$ cat src/rtl/regfile_dump.sv
// regfile_dump: walks the register file through one read port and streams (index, value) beats over valid/ready; ports clk, rst, start, rf_addr/rf_data (read port), out_valid/out_ready/out_idx/out_data (beat stream), busy, dump_done
module regfile_dump #(
  parameter int NREGS   = 32,
  parameter int AW      = 5,
  parameter int DW      = 32,
  parameter bit SKIP_X0 = 1'b0
) (
  input  logic          clk,
  input  logic          rst,
  input  logic          start,
  output logic [AW-1:0] rf_addr,
  input  logic [DW-1:0] rf_data,
  output logic          out_valid,
  input  logic          out_ready,
  output logic [AW-1:0] out_idx,
  output logic [DW-1:0] out_data,
  output logic          busy,
  output logic          dump_done
);
  typedef enum logic [1:0] {IDLE, READ, SEND, DONE} state_t;
  state_t state;
  logic [AW-1:0] idx;
  assign rf_addr = idx;
  always_ff @(posedge clk) begin
    if (rst) begin
      state     <= IDLE;
      idx       <= '0;
      out_idx   <= '0;
      out_data  <= '0;
      out_valid <= 1'b0;
      busy      <= 1'b0;
      dump_done <= 1'b0;
    end else begin
      dump_done <= 1'b0;
      case (state)
        IDLE: if (start) begin
          idx   <= SKIP_X0 ? AW'(1) : AW'(0);
          busy  <= 1'b1;
          state <= READ;
        end
        READ: begin
          out_data  <= rf_data;
          out_idx   <= idx;
          out_valid <= 1'b1;
          state     <= SEND;
        end
        SEND: if (out_ready) begin
          out_valid <= 1'b0;
          if (idx == AW'(NREGS - 1)) begin
            dump_done <= 1'b1;
            state     <= DONE;
          end else begin
            idx   <= idx + AW'(1);
            state <= READ;
          end
        end
        DONE: begin
          busy  <= 1'b0;
          idx   <= '0;
          state <= IDLE;
        end
        default: state <= IDLE;
      endcase
    end
  end
endmodule

$ cat config.mk
export PLATFORM = sky130hd
export DESIGN_NAME = regfile_dump
export DESIGN_NICKNAME = d
export VERILOG_FILES = /design/src/rtl/regfile_dump.sv
export SDC_FILE = /design/constraint.sdc
export NUM_CORES = 1
export LEC_CHECK = 0
export ABC_AREA = 1
export CAP_MARGIN = 20
export CELL_PAD_IN_SITES_DETAIL_PLACEMENT = 1
export CELL_PAD_IN_SITES_GLOBAL_PLACEMENT = 2
export CORE_ASPECT_RATIO = 2
export CORE_MARGIN = 1
export CORE_UTILIZATION = 22
export DETAILED_ROUTE_END_ITERATION = 8
export MAX_ROUTING_LAYER = met4
export PLACE_DENSITY_LB_ADDON = 0.1
export SETUP_SLACK_MARGIN = 0.1
export SYNTH_ARGS = -nofsm -noshare
export SYNTH_HDL_FRONTEND = slang
export SYNTH_SLANG_ARGS = --single-unit
export TNS_END_PERCENT = 50
$ cat constraint.sdc
create_clock -name clk -period 1.88 [get_ports clk]
set_input_delay 0.188 -clock clk [delete_from_list [all_inputs] [get_ports clk]]
set_output_delay 0.188 -clock clk [all_outputs]
set_load 0.005 [all_outputs]
# Word-level counts from Yosys, hierarchy flattened
# Index checks and enable logic that the tools add are counted.
[word_totals] reg_bits=47 in_bits=36 output_inout_bits=45 elab_cells=39
[op_classes] addsub=1 n_eq_ne=7 mux=13 n_bitwise=2 reduce_logical=9
[op_table] operator="2-to-1 mux 5 bit" n=3
[op_table] operator="one-hot mux 5 bit (3 select lines)" n=1
[op_table] operator="one-hot mux 2 bit (4 select lines)" n=1
[op_table] operator="2-to-1 mux 2 bit" n=3
[op_table] operator="inequality test 2 bit (second input constant)" n=3
[op_table] operator="AND reduction 2 bit" n=3
[op_table] operator="adder 5 x 1 -> 5 bit (second input constant)" n=1
[op_table] operator="equality test 5 bit (second input constant)" n=1
[op_table] operator="equality test 2 bit (second input constant)" n=2
[op_table] operator="one-hot mux 1 bit (2 select lines)" n=2
[op_table] operator="AND reduction 4 bit" n=1
[op_table] operator="nonzero test 2 bit" n=2
[op_table] operator="2-to-1 mux 1 bit" n=3
[op_table] operator="nonzero test 3 bit" n=1
[op_table] operator="OR reduction 3 bit" n=1
[op_table] operator="equality test 2 x 1 -> 1 bit (second input constant)" n=1
[op_table] operator="logical NOT 2 bit" n=1
[op_table] operator="NOT 1 bit" n=2

# Depth between registers and ports, before layout
[logic_depth] ltp_word=4 mapped_depth=11 depth_no_buf=11

# Worst setup path before layout
# No wires, ideal clock.
[synth_timing] kind="register -> register" from="register idx[0] (netlist: rf_addr[0])" to="register idx[2] (netlist: rf_addr[2])" setup_ns=0.110 t_arrival_ns=1.352 required_time_ns=1.770 slack_ns=0.417 stages_incl_launch_ff=12 n_path_buf=0 synth_period_minus_slack_ns=1.463 path_cell_list="dfxtp_1 -> ha_1 -> inv_1 -> nor3_1 -> ha_1 -> nand3_2 -> nand2_4 -> inv_4 -> nand3_1 -> nand2_1 -> inv_1 -> nor2_2"
[synth_between] elab_chain_cells=4 elab_cells_between_ends=7 cone_classes="add/sub: 1; eq/ne: 2; mux: 3; reduce/logical: 1"
[synth_rtl] item="start: declaration" line="22" text="logic [AW-1:0] idx;"
[synth_rtl] item="start signal: assignment" line="37" text="idx <= SKIP_X0 ? AW'(1) : AW'(0);"
[synth_rtl] item="start signal: assignment" line="53" text="idx <= idx + AW'(1);"
[synth_rtl] item="adder 5 x 1 -> 5 bit" line="53"
[synth_rtl] item="2-to-1 mux 5 bit" line="49" text="if (idx == AW'(NREGS - 1)) begin"
[synth_rtl] item="2-to-1 mux 5 bit" line="47" text="SEND: if (out_ready) begin"
[synth_rtl] item="one-hot mux 5 bit (3 select lines)" line="35" text="case (state)"
# Several ways; a longest one is shown, not always the timed one. The select of a mux whose other input is x is not followed.
# A chain may end at the register's enable or synchronous reset.

# Final worst setup path
# Ends and elaborated chain as after synthesis.

==> impl_metrics.json <==
{
  "worst_setup_path_end_kind": "register",
  "drt_iter0_markers": 66,
  "worstPathRequired_ps": 2070,
  "hold_slack_ps": 474,
  "syn_area_um2": 1810,
  "drv_slew": 0,
  "synth_edf_count": 0,
  "post-dp-hpwl_mm": 4.47,
  "final_nets": 351,
  "yosysWarnings": 0,
  "ctsHoldBuffers": 0,
  "p_leak_uw": 0.00110,
  "reg2reg_slack_ps": 310,
  "die_area_um2": 8630,
  "finalCritPeriodShare_pct": 83.5,
  "dieHeight_um": 130,
  "synth_area_leaders": "dfxtp_1 (52%), nor2_1 (16%), o21ai_0 (10%)",
  "fin_ws_ps": 310,
  "synth-async-reset-ratio_pct": 0,
  "finClkSkew_ps": 4.83,
  "start_kind": "register",
  "worstPathArrival_ps": 1760,
  "gp_congestion": 0.793,
  "timing.slew.headroom_pct": 76.3,
  "grt_util_all_layers_pct": 15.1,
  "route.detailed.drc": 0,
  "mostFrequentLayoutCell": "clkdlybuf4s50_1",
  "tightestPinTransition_ps": 354,
  "sw_frac_of_total_pct": 26.9,
  "dieWidth_um": 66.2,
  "yosys_register_bits": 47,
  "cts_root_buf": "clkbuf_16",
  "seqPwrFrac_pct": 44.2,
  "insertion_delay_ps": 290,
  "grt_max_degree": 30,
  "dr.pass1.iters": 3,
  "clk_path_buf_depth": 2,
  "p_int_uw": 1930,
  "regToRegEndpoint": "rf_addr[2]$_SDFFE_PP0P_",
  "place_area_um2": 2720,
  "crit_type": "register to register",
  "synth_fa_ha_area_share_pct": 1.38,
  "cts_setup_buffers": 0,
  "ys_seq_area_share_pct": 51.9,
  "port_buffers": 80,
  "grt_pass1_vias": 1746,
  "initial_core_util_pct": 22.8,
  "antenna_found_initial": 0,
  "viasPerCell": 4.35,
  "fin_tns_setup_ps": 0,
  "status": "finished, final reports clean",
  "yosys.area.top_type": "dfxtp_1",
  "io_pins": 81,
  "cts.sinks": 47,
  "antenna_cells": 0,
  "hold_class": "register to register",
  "htreeDepth": 2,
  "synthCells": 231,
  "rr_worst_depth": 11,
  "yosysTopAreaCellShare_pct": 51.9,
  "cts_tree": "yes",
  "finish.instance_area_um2": 2850,
  "syn_area_per_cell_um2": 7.85,
  "preCtsSetupSlack_ps": 236,
  "r2r_start": "rf_addr[0]$_SDFFE_PP0P_",
  "holdPathStages": 2,
  "fillers": 967,
  "ant_nets": 0,
  "ys.flop_type": "dfxtp_1",
  "vdd_drop_max_uv": 372,
  "fin_crit_ps": 1570,
  "critPathMaxFanout": 7,
  "netSwitchingPower_uw": 712,
  "grt.overflow.total": 0,
  "synthMuxAreaShare_pct": 0,
  "synth_xor_area_share_pct": 0,
  "wl_per_cell_um": 14.8,
  "max_freq_mhz": 637,
  "clkSlewWorstSetupHoldPaths_ps": 60,
  "power_frac_comb_pct": 23.9,
  "min-delay-start": "out_valid$_SDFFE_PP0P_",
  "mostFrequentLayoutCells": "clkdlybuf4s50_1 (80), nor2_1 (75), dfxtp_1 (46), o21ai_0 (37), nand2_1 (15)",
  "drive_above_1_share_pct": 9.29,
  "grt_pass1_wl_mm": 9.24,
  "num_vias": 1776,
  "cts_made_buffers": 5,
  "rows": 46,
  "ys_types": 24,
  "rsz0062_at_grt": "no",
  "core_area_um2": 7940,
  "cap_violations": 0,
  "totalPowerFinal_uw": 2640,
  "min_delay_worst_endpoint": "out_valid$_SDFFE_PP0P_",
  "synth_compound_area_share_pct": 13.0,
  "area_delta_synth_final_pct": 57.4,
  "clkPwrFrac_pct": 31.9,
  "synth_top_family_by_area": "simple AND/OR/NAND/NOR gates",
  "hold_violations": 0,
  "syn-num-nets": 269,
  "setup_viol": 0,
  "synth_simple_gate_area_share_pct": 27.0,
  "cellPowerDensity_nw_per_um2": 926,
  "routed_wl_mm": 6.04
}
[final cells by class]
| type | instances | area [um^2] | area share [%] |
|---|---|---|---|
| Clock buffer | 6 | 129 | 4.52 |
| Timing Repair Buffer | 86 | 858 | 30.1 |
| Inverter | 14 | 55.1 | 1.93 |
| Sequential cell | 47 | 942 | 33.0 |
| Tap cell | 96 | 120 | 4.21 |
| Multi-Input combinational cell | 159 | 749 | 26.3 |
[critical path: stages, from the launching register on]
cell	delay, ps
dfxtp_2	380
ha_1	190
inv_1	60
nor3_1	130
ha_1	200
nand3_2	120
nand2_4	110
inv_4	60
nand3_1	60
nand2_1	50
inv_1	60
nor2_2	30
[state kept, by name (all words and copies together), names as in the netlist]
| register | cells |
|---|---|
| out_data | 32 |
| out_idx | 5 |
| rf_addr | 5 |
| state | 2 |
| busy | 1 |
| dump_done | 1 |
| out_valid | 1 |
[power by group through the flow]
| stage | logic [uW] | clock network, uW | registers, uW |
|---|---|---|---|
| global placement | 642 | 0 | 1190 |
| global route | 709 | 916 | 1180 |
| floorplan | 274 | 0 | 1200 |
| detailed placement | 648 | 0 | 1190 |
| finish | 633 | 842 | 1170 |
| CTS | 650 | 890 | 1170 |
[Yosys cell counts, types with 3 or more instances]
master	number
dfxtp_1	47
buf_4	4
nor3_1	3
nor2_2	4
inv_2	5
o21ai_0	37
nand3_1	4
nor2_1	75
nand2_1	15
clkbuf_1	3
nand2_4	3
clkbuf_2	3
o21ai_1	3
a21oi_1	7
inv_1	8
[repair_timing]
item                                    CTS  global route
resized for setup                         0             1
hold endpoints to repair                  0             0
endpoints found under the setup margin    0             3
[cell families (layout without fill, tap and decap cells)]
logic type | Yosys count | in the layout
buffers and inverters | 25 | 106
AO/OA/AOI/OAI | 47 | 47
AND/OR/NAND/NOR | 110 | 110
flip-flops | 47 | 47
adder cells (fa/ha/maj) | 2 | 2
[worst max path at each step]
| stage | startpoint | endpoint | depth (start not counted) |
|---|---|---|---|
| floorplan | rf_addr[0]$_SDFFE_PP0P_ | rf_addr[2]$_SDFFE_PP0P_ | 11 |
| global placement | rf_addr[0]$_SDFFE_PP0P_ | rf_addr[3]$_SDFFE_PP0P_ | 11 |
| detailed placement | rf_addr[0]$_SDFFE_PP0P_ | rf_addr[2]$_SDFFE_PP0P_ | 11 |
| CTS | rf_addr[0]$_SDFFE_PP0P_ | rf_addr[2]$_SDFFE_PP0P_ | 11 |
| global route | rf_addr[0]$_SDFFE_PP0P_ | rf_addr[2]$_SDFFE_PP0P_ | 11 |
| finish | rf_addr[0]$_SDFFE_PP0P_ | rf_addr[2]$_SDFFE_PP0P_ | 11 |
[through the flow]
stage	std cells	util [%]
2_1_floorplan	231	-
3_3_place_gp	402	34.3
3_5_place_dp	402	34.3
4_1_cts	408	35.9
5_1_grt	408	35.9
6_report	408	35.9
[layer usage]
| layer | part of all wire [%] | track usage [%] | vias to the layer above |
|---|---|---|---|
| met5 | 0 | - | - |
| met1 | 37 | 14.0 | 835 |
| met4 | 1.9 | 6.76 | 0 |
| li1 | - | - | 894 |
| met3 | 3.2 | 3.13 | 7 |
| met2 | 58 | 28.7 | 40 |
No activity file was read; power rests on OpenSTA's default activity.
